## src/rtl/noc_pkg.sv

```systemverilog
// ---------------------------------------------------------------------------
// noc_pkg
//  Shared definitions for the network-on-chip slice: flit type encoding,
//  packetizer FSM states, default sizing parameters and the one-hot port
//  direction constants also used by the router.
// ---------------------------------------------------------------------------
package noc_pkg;

    // Default sizing of a flit and a packet
    localparam int DEF_DATA_W     = 16;
    localparam int DEF_ADDR_W     = 6;
    localparam int DEF_BODY_FLITS = 4;

    // Two-bit flit type carried in the top bits of every flit
    typedef enum logic [1:0] {
        FT_BODY = 2'b00,
        FT_HEAD = 2'b01,
        FT_TAIL = 2'b10
    } flit_type_t;

    // Packetizer states
    typedef enum logic [1:0] {
        IDLE = 2'b00,
        HEAD = 2'b01,
        BODY = 2'b10
    } state_t;

    // One-hot router port directions
    localparam logic [4:0] DIR_LOCAL = 5'b00001;
    localparam logic [4:0] DIR_NORTH = 5'b00010;
    localparam logic [4:0] DIR_EAST  = 5'b00100;
    localparam logic [4:0] DIR_SOUTH = 5'b01000;
    localparam logic [4:0] DIR_WEST  = 5'b10000;

endpackage

```

## src/rtl/packet_flit_sender.sv

```systemverilog
// ---------------------------------------------------------------------------
// packet_flit_sender
//  Packetizer at a node's injection port. One packet (destination plus
//  BODY_FLITS payload words) is accepted per handshake and sent as a header
//  flit followed by BODY_FLITS body flits over a valid/ready flit link.
//
//  Ports:
//   clk, rst       clock, synchronous active-high reset
//   pkt_valid_i    packet offered
//   pkt_ready_o    packet accepted when pkt_valid_i & pkt_ready_o
//   dest_i         destination of the offered packet
//   payload_i      body words, word 0 in the LSBs (sent first)
//   flit_o         {type[1:0], data[DATA_W-1:0]}
//   flit_valid_o   flit_o valid
//   flit_ready_i   downstream accepts; transfer = valid & ready
//   count_o        index of the flit on flit_o (0 = header)
//   busy_o         packet in flight
//
//  Configuration macro PKT_SEND_B2B_EN: when defined, a new packet can be
//  accepted in the same cycle the tail flit transfers, so packets stream
//  without a bubble. pkt_ready_o then depends combinationally on
//  flit_ready_i. When undefined, pkt_ready_o is a pure decode of the state
//  register and one idle cycle separates consecutive packets.
// ---------------------------------------------------------------------------
module packet_flit_sender
    import noc_pkg::*;
#(
    parameter int DATA_W     = DEF_DATA_W,
    parameter int ADDR_W     = DEF_ADDR_W,
    parameter int BODY_FLITS = DEF_BODY_FLITS
) (
    input  logic                         clk,
    input  logic                         rst,
    input  logic                         pkt_valid_i,
    output logic                         pkt_ready_o,
    input  logic [ADDR_W-1:0]            dest_i,
    input  logic [BODY_FLITS*DATA_W-1:0] payload_i,
    output logic [DATA_W+1:0]            flit_o,
    output logic                         flit_valid_o,
    input  logic                         flit_ready_i,
    output logic [2:0]                   count_o,
    output logic                         busy_o
);

    localparam logic [2:0] LAST_CNT = 3'(BODY_FLITS);

    state_t                      state;
    state_t                      state_next;
    logic [2:0]                  count;
    logic [2:0]                  count_next;
    logic [ADDR_W-1:0]           dest_q;
    logic [ADDR_W-1:0]           dest_next;
    logic [BODY_FLITS*DATA_W-1:0] payload_q;
    logic [BODY_FLITS*DATA_W-1:0] payload_next;

    logic                        last_body;
    logic                        accept;
    logic [2:0]                  word_idx;
    logic [DATA_W-1:0]           body_word;

    // State, flit counter and the latched packet
    always_ff @(posedge clk) begin
        if (rst) begin
            state     <= IDLE;
            count     <= 3'd0;
            dest_q    <= '0;
            payload_q <= '0;
        end else begin
            state     <= state_next;
            count     <= count_next;
            dest_q    <= dest_next;
            payload_q <= payload_next;
        end
    end

    // Handshake decode. In every non-IDLE state a flit is on the link, so
    // flit_ready_i alone means a transfer there.
    always_comb begin
        last_body = (state == BODY) && (count == LAST_CNT);
`ifdef PKT_SEND_B2B_EN
        pkt_ready_o = (state == IDLE) || (last_body && flit_ready_i);
`else
        pkt_ready_o = (state == IDLE);
`endif
        accept = pkt_valid_i && pkt_ready_o;
    end

    // Next-state logic; the packet inputs are sampled only on accept
    always_comb begin
        state_next   = state;
        count_next   = count;
        dest_next    = dest_q;
        payload_next = payload_q;

        case (state)
            IDLE: begin
                if (accept) begin
                    state_next = HEAD;
                    count_next = 3'd0;
                end
            end
            HEAD: begin
                if (flit_ready_i) begin
                    state_next = BODY;
                    count_next = 3'd1;
                end
            end
            BODY: begin
                if (flit_ready_i) begin
                    if (count == LAST_CNT) begin
                        // Tail leaves; a back-to-back accept restarts at the header
                        state_next = accept ? HEAD : IDLE;
                        count_next = 3'd0;
                    end else begin
                        count_next = count + 3'd1;
                    end
                end
            end
            default: begin
                state_next = IDLE;
                count_next = 3'd0;
            end
        endcase

        if (accept) begin
            dest_next    = dest_i;
            payload_next = payload_i;
        end
    end

    // Flit assembly from registered state only, so flit_o stays stable
    // while the link stalls. Body flit n carries payload word n-1.
    always_comb begin
        word_idx  = (state == BODY) ? (count - 3'd1) : 3'd0;
        body_word = payload_q[int'(word_idx) * DATA_W +: DATA_W];

        case (state)
            HEAD:    flit_o = {FT_HEAD, DATA_W'(dest_q)};
            BODY:    flit_o = {(last_body ? FT_TAIL : FT_BODY), body_word};
            default: flit_o = '0;
        endcase

        flit_valid_o = (state != IDLE);
        busy_o       = (state != IDLE);
        count_o      = count;
    end

endmodule

```

## config.mk

```make
export PLATFORM = sky130hd
export DESIGN_NAME = packet_flit_sender
export DESIGN_NICKNAME = d
export VERILOG_FILES = /design/src/rtl/noc_pkg.sv /design/src/rtl/packet_flit_sender.sv
export SDC_FILE = /design/constraint.sdc
export NUM_CORES = 1
export LEC_CHECK = 0
export CORE_ASPECT_RATIO = 0.7
export CORE_UTILIZATION = 40
export CTS_BUF_LIST = sky130_fd_sc_hd__clkbuf_2 sky130_fd_sc_hd__clkbuf_4 sky130_fd_sc_hd__clkbuf_8
export DETAILED_ROUTE_END_ITERATION = 8
export PLACE_DENSITY = 0.76
export SYNTH_ARGS = -nofsm -noshare
export SYNTH_HDL_FRONTEND = slang
export SYNTH_SLANG_ARGS = --single-unit
```

## constraint.sdc

```tcl
create_clock -name clk -period 2.7 [get_ports clk]
set_input_delay 0.27 -clock clk [delete_from_list [all_inputs] [get_ports clk]]
set_output_delay 0.27 -clock clk [all_outputs]
set_load 0.02 [all_outputs]
```

==> summary.txt, run 1 <==
Clocking
  – Max Buffers Root-to-Sink: 2
  – Skew-Pair Late Insertion Delay: 350 ps
  – Root buf cell: clkbuf_8
  – H-tree depth: 3
  – Clock-pin transition on the worst setup and hold timing paths: 80 ps
  – CTS Buf Count: 9
  – Clock Sinks: 75
  – CTS tree: yes
  – Post-CTS setup buffers: 0

Outcome
  – Status: complete, no violations

Global route
  – First-pass GRT wire length: 15500 um
  – Vias in the first global route: 3082
  – Largest net degree at the start of global routing: 71
  – Gr ovfl total: 0
  – Gr usage total: 0.223
  – Initial antenna violation count: 0

Worst hold path
  – Worst min-delay path class: flop to flop
  – Hold path cells: 2
  – Hold wc startpoint: payload_q[36]

STA
  – Fin. Hold Viols: 0
  – Fmax: 388 MHz
  – Setup TNS: 0 ps
  – Worst-Margin Slew: 934 ps
  – Post-route clock period utilization: 0.955
  – Slack of the critical path: 123 ps
  – Fin crit period: 2580 ps
  – # setup viols final: 0
  – Clk_skew: 11.8 ps
  – Slew Limit Fails: 0
  – Worst slew margin: 0.378
  – RSZ-0062 raised after global routing: no

Floorplanning
  – Core area: 8110 um2
  – Die area: 8990 um2
  – # IOs: 98
  – Die W: 113 um
  – Die Y: 79.6 um
  – Initial Util: 0.425
  – # rows: 27

Logic synthesis
  – Largest cells by area after synthesis: dfxtp_1, nand2_1, a21oi_1
  – Syn Area/Cell: 7.83 um2
  – Synth Warn #: 0
  – Synth top area share: 0.436
  – Netlist cell types: 32
  – Sequential area share after synthesis: 0.436
  – Area of the mapped netlist: 3440 um2
  – Cell taking the most area after synthesis: dfxtp_1
  – Syn Inst Count: 440
  – Syn Nets: 522
  – #FFs+latches synth: 75

Pwr
  – Power Total: 0.00360 W
  – Power density over cell area: 769 nW/um2
  – Peak supply drop: 0.344 mV
  – Leak: 1.77 nW

Worst setup path
  – Max FO, Critical Path: 7
  – WS Path Type: flop to primary output
  – R2r setup slk: 830 ps
  – Reg2reg path depth: 6
  – Reg-to-Reg Start: state[0]
  – Startpoint types: flop
  – Worst EP required: 2430 ps
  – Source of the critical timing path: count_o[1]
  – Critical path capture point type: primary output
  – Crit path DAT: 2310 ps

Routing
  – Routed length per placed instance: 15.2 um
  – Initial DRC count: 267
  – Final wirelength: 9560 um
  – Via density: 5.21
  – DRC viols: 0
  – Post-DRT Antenna Nets: 0
  – Via count: 3275
  – TritonRoute pass-1 iters: 5

Placement
  – Hpwl dp: 6860 um
  – Dpl ws: 81.5 ps
  – Routability cong.: 0.793
  – Area after DPL: 4470 um2
  – IO Port Bufs: 97

Layout
  – Final core occ: 0.577
  – Final Cell Area: 4680 um2
  – Nets: 605
  – Antenna cells: 0
  – Layout cells sized above 1: 0.0871
  – Syn-to-layout area delta: 35.8%

Job
  – Max Cap Violations: 0
==> layer usage <==
layer	global-route usage	vias up	routed length [um]
met5	0	-	0
li1	-	1650	-
met4	0.0513	0	48
met3	0.0585	6	686
met2	0.329	98	4020
met1	0.323	1521	4800
==> sequential cells by signal, summed over array words and instances (netlist names) <==
name / count
payload_q: 64
dest_q: 6
state: 2
count_o: 3
==> layout by cell type, fill, tap and decap left out, types with 8 or more instances in the layout <==
| master | instances |
|---|---|
| nand2_1 | 148 |
| nand2b_1 | 8 |
| nor2b_1 | 13 |
| clkdlybuf4s50_1 | 80 |
| dfxtp_1 | 75 |
| a211oi_1 | 19 |
| mux2i_1 | 12 |
| a21oi_1 | 74 |
| buf_4 | 8 |
| clkbuf_8 | 10 |
| dlygate4sd2_1 | 12 |
==> metrics by stage <==
| step | hold slack, ps | std cells |
|---|---|---|
| after global routing | 456 | 629 |
| after CTS | 453 | 629 |
| after floorplan | 406 | 440 |
| after global placement | 442 | 613 |
| final | 456 | 629 |
| after detailed placement | 442 | 613 |
==> where the power goes <==
part	total, W	switching, W	internal [W]	leakage (nW)
registers	0.00143	0.000122	0.00130	0.615
clock network	0.000911	0.000447	0.000464	0.109
logic	0.00126	0.000739	0.000521	1.05
total	0.00360	0.00131	0.00229	1.77
==> synth_stat cells (all sizes together) <==
library cell,instances
buf,22
nor2b,13
or3b,1
a211oi,22
inv,5
nand3,3
or4,1
nor4bb,1
mux2i,12
ha,8
o31ai,7
nand2,149
xnor2,1
o32ai,5
and2b,1
o21ai,2
a21boi,1
clkbuf,13
nand2b,8
dfxtp,75
o41ai,1
nor2,6
or3,1
o21ba,1
mux2,5
a21oi,74
and2,2
==> area by class of cell <==
class | count | area [um2]
Fill cell | 764 | 3430
Multi-Input combinational cell | 325 | 1780
Sequential cell | 75 | 1500
Timing Repair Buffer | 107 | 1040
Clock buffer | 10 | 138
Tap cell | 101 | 126
Clock inverter | 6 | 72.6
Inverter | 5 | 18.8
==> what timing repair did <==
action,in CTS,in global routing
pin swaps,0,0
hold buffers,0,0
cloned,0,0
setup endpoints to repair,16,3
hold endpoints to repair,0,0
gates resized for setup,18,10
==> path summary, 6_finish.rpt <==
path                                       to
worst min register to register  payload_q[36]
worst max register to register  payload_q[29]
worst min-delay path            payload_q[36]
worst max-delay path                flit_o[2]
==> cell families after synthesis <==
| logic type | share of synthesized area |
|---|---|
| adder cells (fa/ha/maj) | 0.0291 |
| AND/OR/NAND/NOR | 0.227 |
| flip-flops | 0.436 |
| AO/OA/AOI/OAI | 0.199 |
| XOR/XNOR | 0.00254 |
| multiplexers | 0.0512 |
| buffers and inverters | 0.0548 |
==> critical path, cell delays in order, from the launching register on <==
cell and delay [ps]:
dfxtp_1 380, inv_1 90, ha_2 390, buf_4 170
mux2_2 340, o32ai_1 140, o31ai_1 120, dlygate4sd2_1 330
(Power assumes the default switching activity.)
==> inputs of run 2 (changes only) <==
Settings changed: ABC_CLOCK_PERIOD_IN_PS from default to 2700, DONT_BUFFER_PORTS from default to 1, PLACE_DENSITY 0.76 to 0.61, SKIP_CTS_REPAIR_TIMING from default to 1.
==> run 2 against run 1 <==
Against the previous run:
- clock skew is 2.6 ps lower
- hold slack worse by 410 ps
- global-route usage is 0.72 points lower
- non-clock buffer count is 81 lower
- worst setup slack better by 67 ps
- critical path depth is 1 lower
- critical path type unchanged
- critical endpoint is now flit_o[13]
- largest power group unchanged
==> summary.txt, run 2 (synthesis results as in run 1) <==
Outcome
  – Status: complete, no violations (unchanged)

Worst setup path
  – Critical path's largest stage delay: 440 ps (was 390 ps)
  – Worst path cell trace: inv_1 -> ha_1 -> and2b_4 -> mux2i_1 -> a211oi_1 -> buf_4 (was inv_1 -> ha_2 -> buf_4 -> mux2_2 -> o32ai_1 -> o31ai_1 -> dlygate4sd2_1)
  – Cell family with most CP delay: multiplexers (was buffers and inverters)
  – Reg-to-Reg Start: state[0] (unchanged)
  – WS Path Type: flop to primary output (unchanged)
  – Max FO, Critical Path: 11 (was 7)
  – Critical path capture point type: primary output (unchanged)
  – Crit path DAT: 2240 ps (was 2310 ps)
  – Buf/Inv on CP: 2 (was 3)
  – Slowest stage cell, crit path: mux2i_1 (was ha_2)
  – Source of the critical timing path: state[0] (was count_o[1])
  – Worst EP required: 2430 ps (about the same)
  – Startpoint types: flop (unchanged)

STA
  – Post-route clock period utilization: 0.930 (was 0.955)
  – Fin. Hold Viols: 0 (unchanged)
  – Worst-Margin Slew: 517 ps (was 934 ps)
  – Setup TNS: 0 ps (unchanged)
  – Clk_skew: 9.24 ps (was 11.8 ps)
  – Fin crit period: 2510 ps (was 2580 ps)
  – Slew Limit Fails: 0 (unchanged)
  – # setup viols final: 0 (unchanged)
  – RSZ-0062 raised after global routing: no (unchanged)
  – Worst slew margin: 0.653 (was 0.378)
  – Fmax: 398 MHz (was 388 MHz)

Layout
  – Commonest cells after routing, fill and taps aside: nand2_1, dfxtp_1, a21oi_1 (was nand2_1, clkdlybuf4s50_1, dfxtp_1)
  – Antenna cells: 0 (unchanged)
  – Max reg flops: 64 (unchanged)
  – Layout cells sized above 1: 0.119 (was 0.0871)
  – Most common cell after layout, fill and taps aside: nand2_1 (unchanged)
  – Reg with most FFs: payload_q (unchanged)
  – Syn-to-layout area delta: 11.5% (was 35.8%)
  – Nets: 524 (was 605)

Pwr
  – Reg power frac: 0.426 (was 0.396)
  – Leak: 1.40 nW (was 1.77 nW)
  – Internal Power: 0.00210 W (was 0.00229 W)
  – Power Total: 0.00334 W (was 0.00360 W)
  – Net Sw Power: 0.00124 W (was 0.00131 W)
  – Switching portion of total power: 0.372 (was 0.364)
  – Peak supply drop: 0.319 mV (was 0.344 mV)
  – Power density over cell area: 869 nW/um2 (was 769 nW/um2)
  – Clock share of power: 0.251 (was 0.253)
  – Comb power frac: 0.323 (was 0.350)

Placement
  – Routability cong.: 0.865 (was 0.793)
  – IO Port Bufs: 0 (was 97)
  – Hpwl dp: 6440 um (was 6860 um)

Worst hold path
  – Worst min-delay path class: input port to flop (was flop to flop)
  – Hold wc startpoint: payload_i[9] (was payload_q[36])

Routing
  – Final wirelength: 9270 um (was 9560 um)
  – TritonRoute pass-1 iters: 4 (was 5)
  – Met3 WL post-DR: 845 um (was 686 um)
  – Top Metal Used: met4 (unchanged)
  – Metal-1 WL: 4420 um (was 4800 um)
  – Routed length per placed instance: 16.9 um (was 15.2 um)
  – Via count: 2934 (was 3275)
  – Met2 WL: 3880 um (was 4020 um)
  – Post-DRT Antenna Nets: 0 (unchanged)
  – DRC viols: 0 (unchanged)
  – Initial DRC count: 154 (was 267)
  – Via density: 5.36 (was 5.21)

Global route
  – Largest net degree at the start of global routing: 79 (was 71)
  – Gr ovfl total: 0 (unchanged)
  – Vias in the first global route: 2809 (was 3082)
  – First-pass GRT wire length: 14800 um (was 15500 um)
  – Initial antenna violation count: 0 (unchanged)
  – Gr usage total: 0.216 (was 0.223)

Floorplanning
  – # IOs: 98 (unchanged)
  – Die area: 8990 um2 (unchanged)
  – Die W: 113 um (unchanged)
  – Core area: 8110 um2 (unchanged)
  – # rows: 27 (unchanged)
  – Die Y: 79.6 um (unchanged)
  – Initial Util: 0.425 (unchanged)

Clocking
  – CTS tree: yes (unchanged)
  – Clock-pin transition on the worst setup and hold timing paths: 80 ps (about the same)
  – Root buf cell: clkbuf_8 (unchanged)
  – Clock Sinks: 75 (unchanged)
  – Max Buffers Root-to-Sink: 2 (unchanged)
  – Skew-Pair Late Insertion Delay: 340 ps (was 350 ps)
  – CTS Buf Count: 9 (unchanged)
  – H-tree depth: 3 (unchanged)

Job
  – Max Cap Violations: 0 (unchanged)
run 2: changes by cell type in the layout (fill, tap and decap cells not counted), sizes merged:
| cell | previous run | this run |
|---|---|---|
| buf | 11 | 25 |
| clkbuf | 12 | 9 |
| clkdlybuf4s15 | 1 | 0 |
| clkdlybuf4s50 | 80 | 0 |
| clkinvlp | 0 | 2 |
| dlygate4sd2 | 12 | 0 |
| dlygate4sd3 | 0 | 1 |
| dlymetal6s2s | 1 | 0 |
| inv | 7 | 5 |
run 2: cell type report:
class | count | area, um2
repair buffers | 26 | 243
clock inverters | 6 | 67.6
clock buffers | 9 | 124
well taps | 101 | 126
multi-input cells | 325 | 1760
inverters | 5 | 18.8
fillers | 838 | 4270
flip-flops and latches | 75 | 1500
run 2: per-stage QoR:
step | area (um2) | setup WS, ps | hold WS, ps | utilization | std cells
after floorplan | 3440 | 311 | 406 | - | 440
final | 3840 | 190 | 50.1 | 0.474 | 547
after global placement | 3610 | 532 | 350 | 0.445 | 530
after detailed placement | 3610 | 440 | 351 | 0.445 | 530
after CTS | 3800 | 73.7 | -25.5 | 0.469 | 545
after global routing | 3840 | 66.4 | 34.7 | 0.474 | 547
run 2: path summary, 6_finish.rpt:
| path | to | slack (ps) | depth (start not counted) |
|---|---|---|---|
| worst max-delay path | flit_o[13] | 190 | 6 |
| worst min-delay path | payload_q[9] | 50 | 2 |
| worst max register to register | state[0] | 790 | 5 |
| worst min register to register | payload_q[61] | 450 | 2 |
run 2: worst reg2reg max path, stage by stage, from the launching register on:
cell      delay [ps]
dfxtp_1          400
inv_1            110
ha_1             340
nor2b_1          260
a211oi_1         490
mux2i_1          250
run 2: power groups by stage:
stage / Sequential (W) / Combinational (W) / Clock [W]
finish: 0.00142 / 0.00108 / 0.000840
global route: 0.00144 / 0.00122 / 0.000915
CTS: 0.00142 / 0.00107 / 0.000863
detailed placement: 0.00145 / 0.00106 / 0
global placement: 0.00144 / 0.00104 / 0
floorplan: 0.00141 / 0.000871 / 0
run 2: metal layers:
metal  global-route usage  up-vias
li1                     -     1482
met1                0.300     1357
met2                0.318       85
met3               0.0737       10
met4               0.0579        0
met5                    0        -
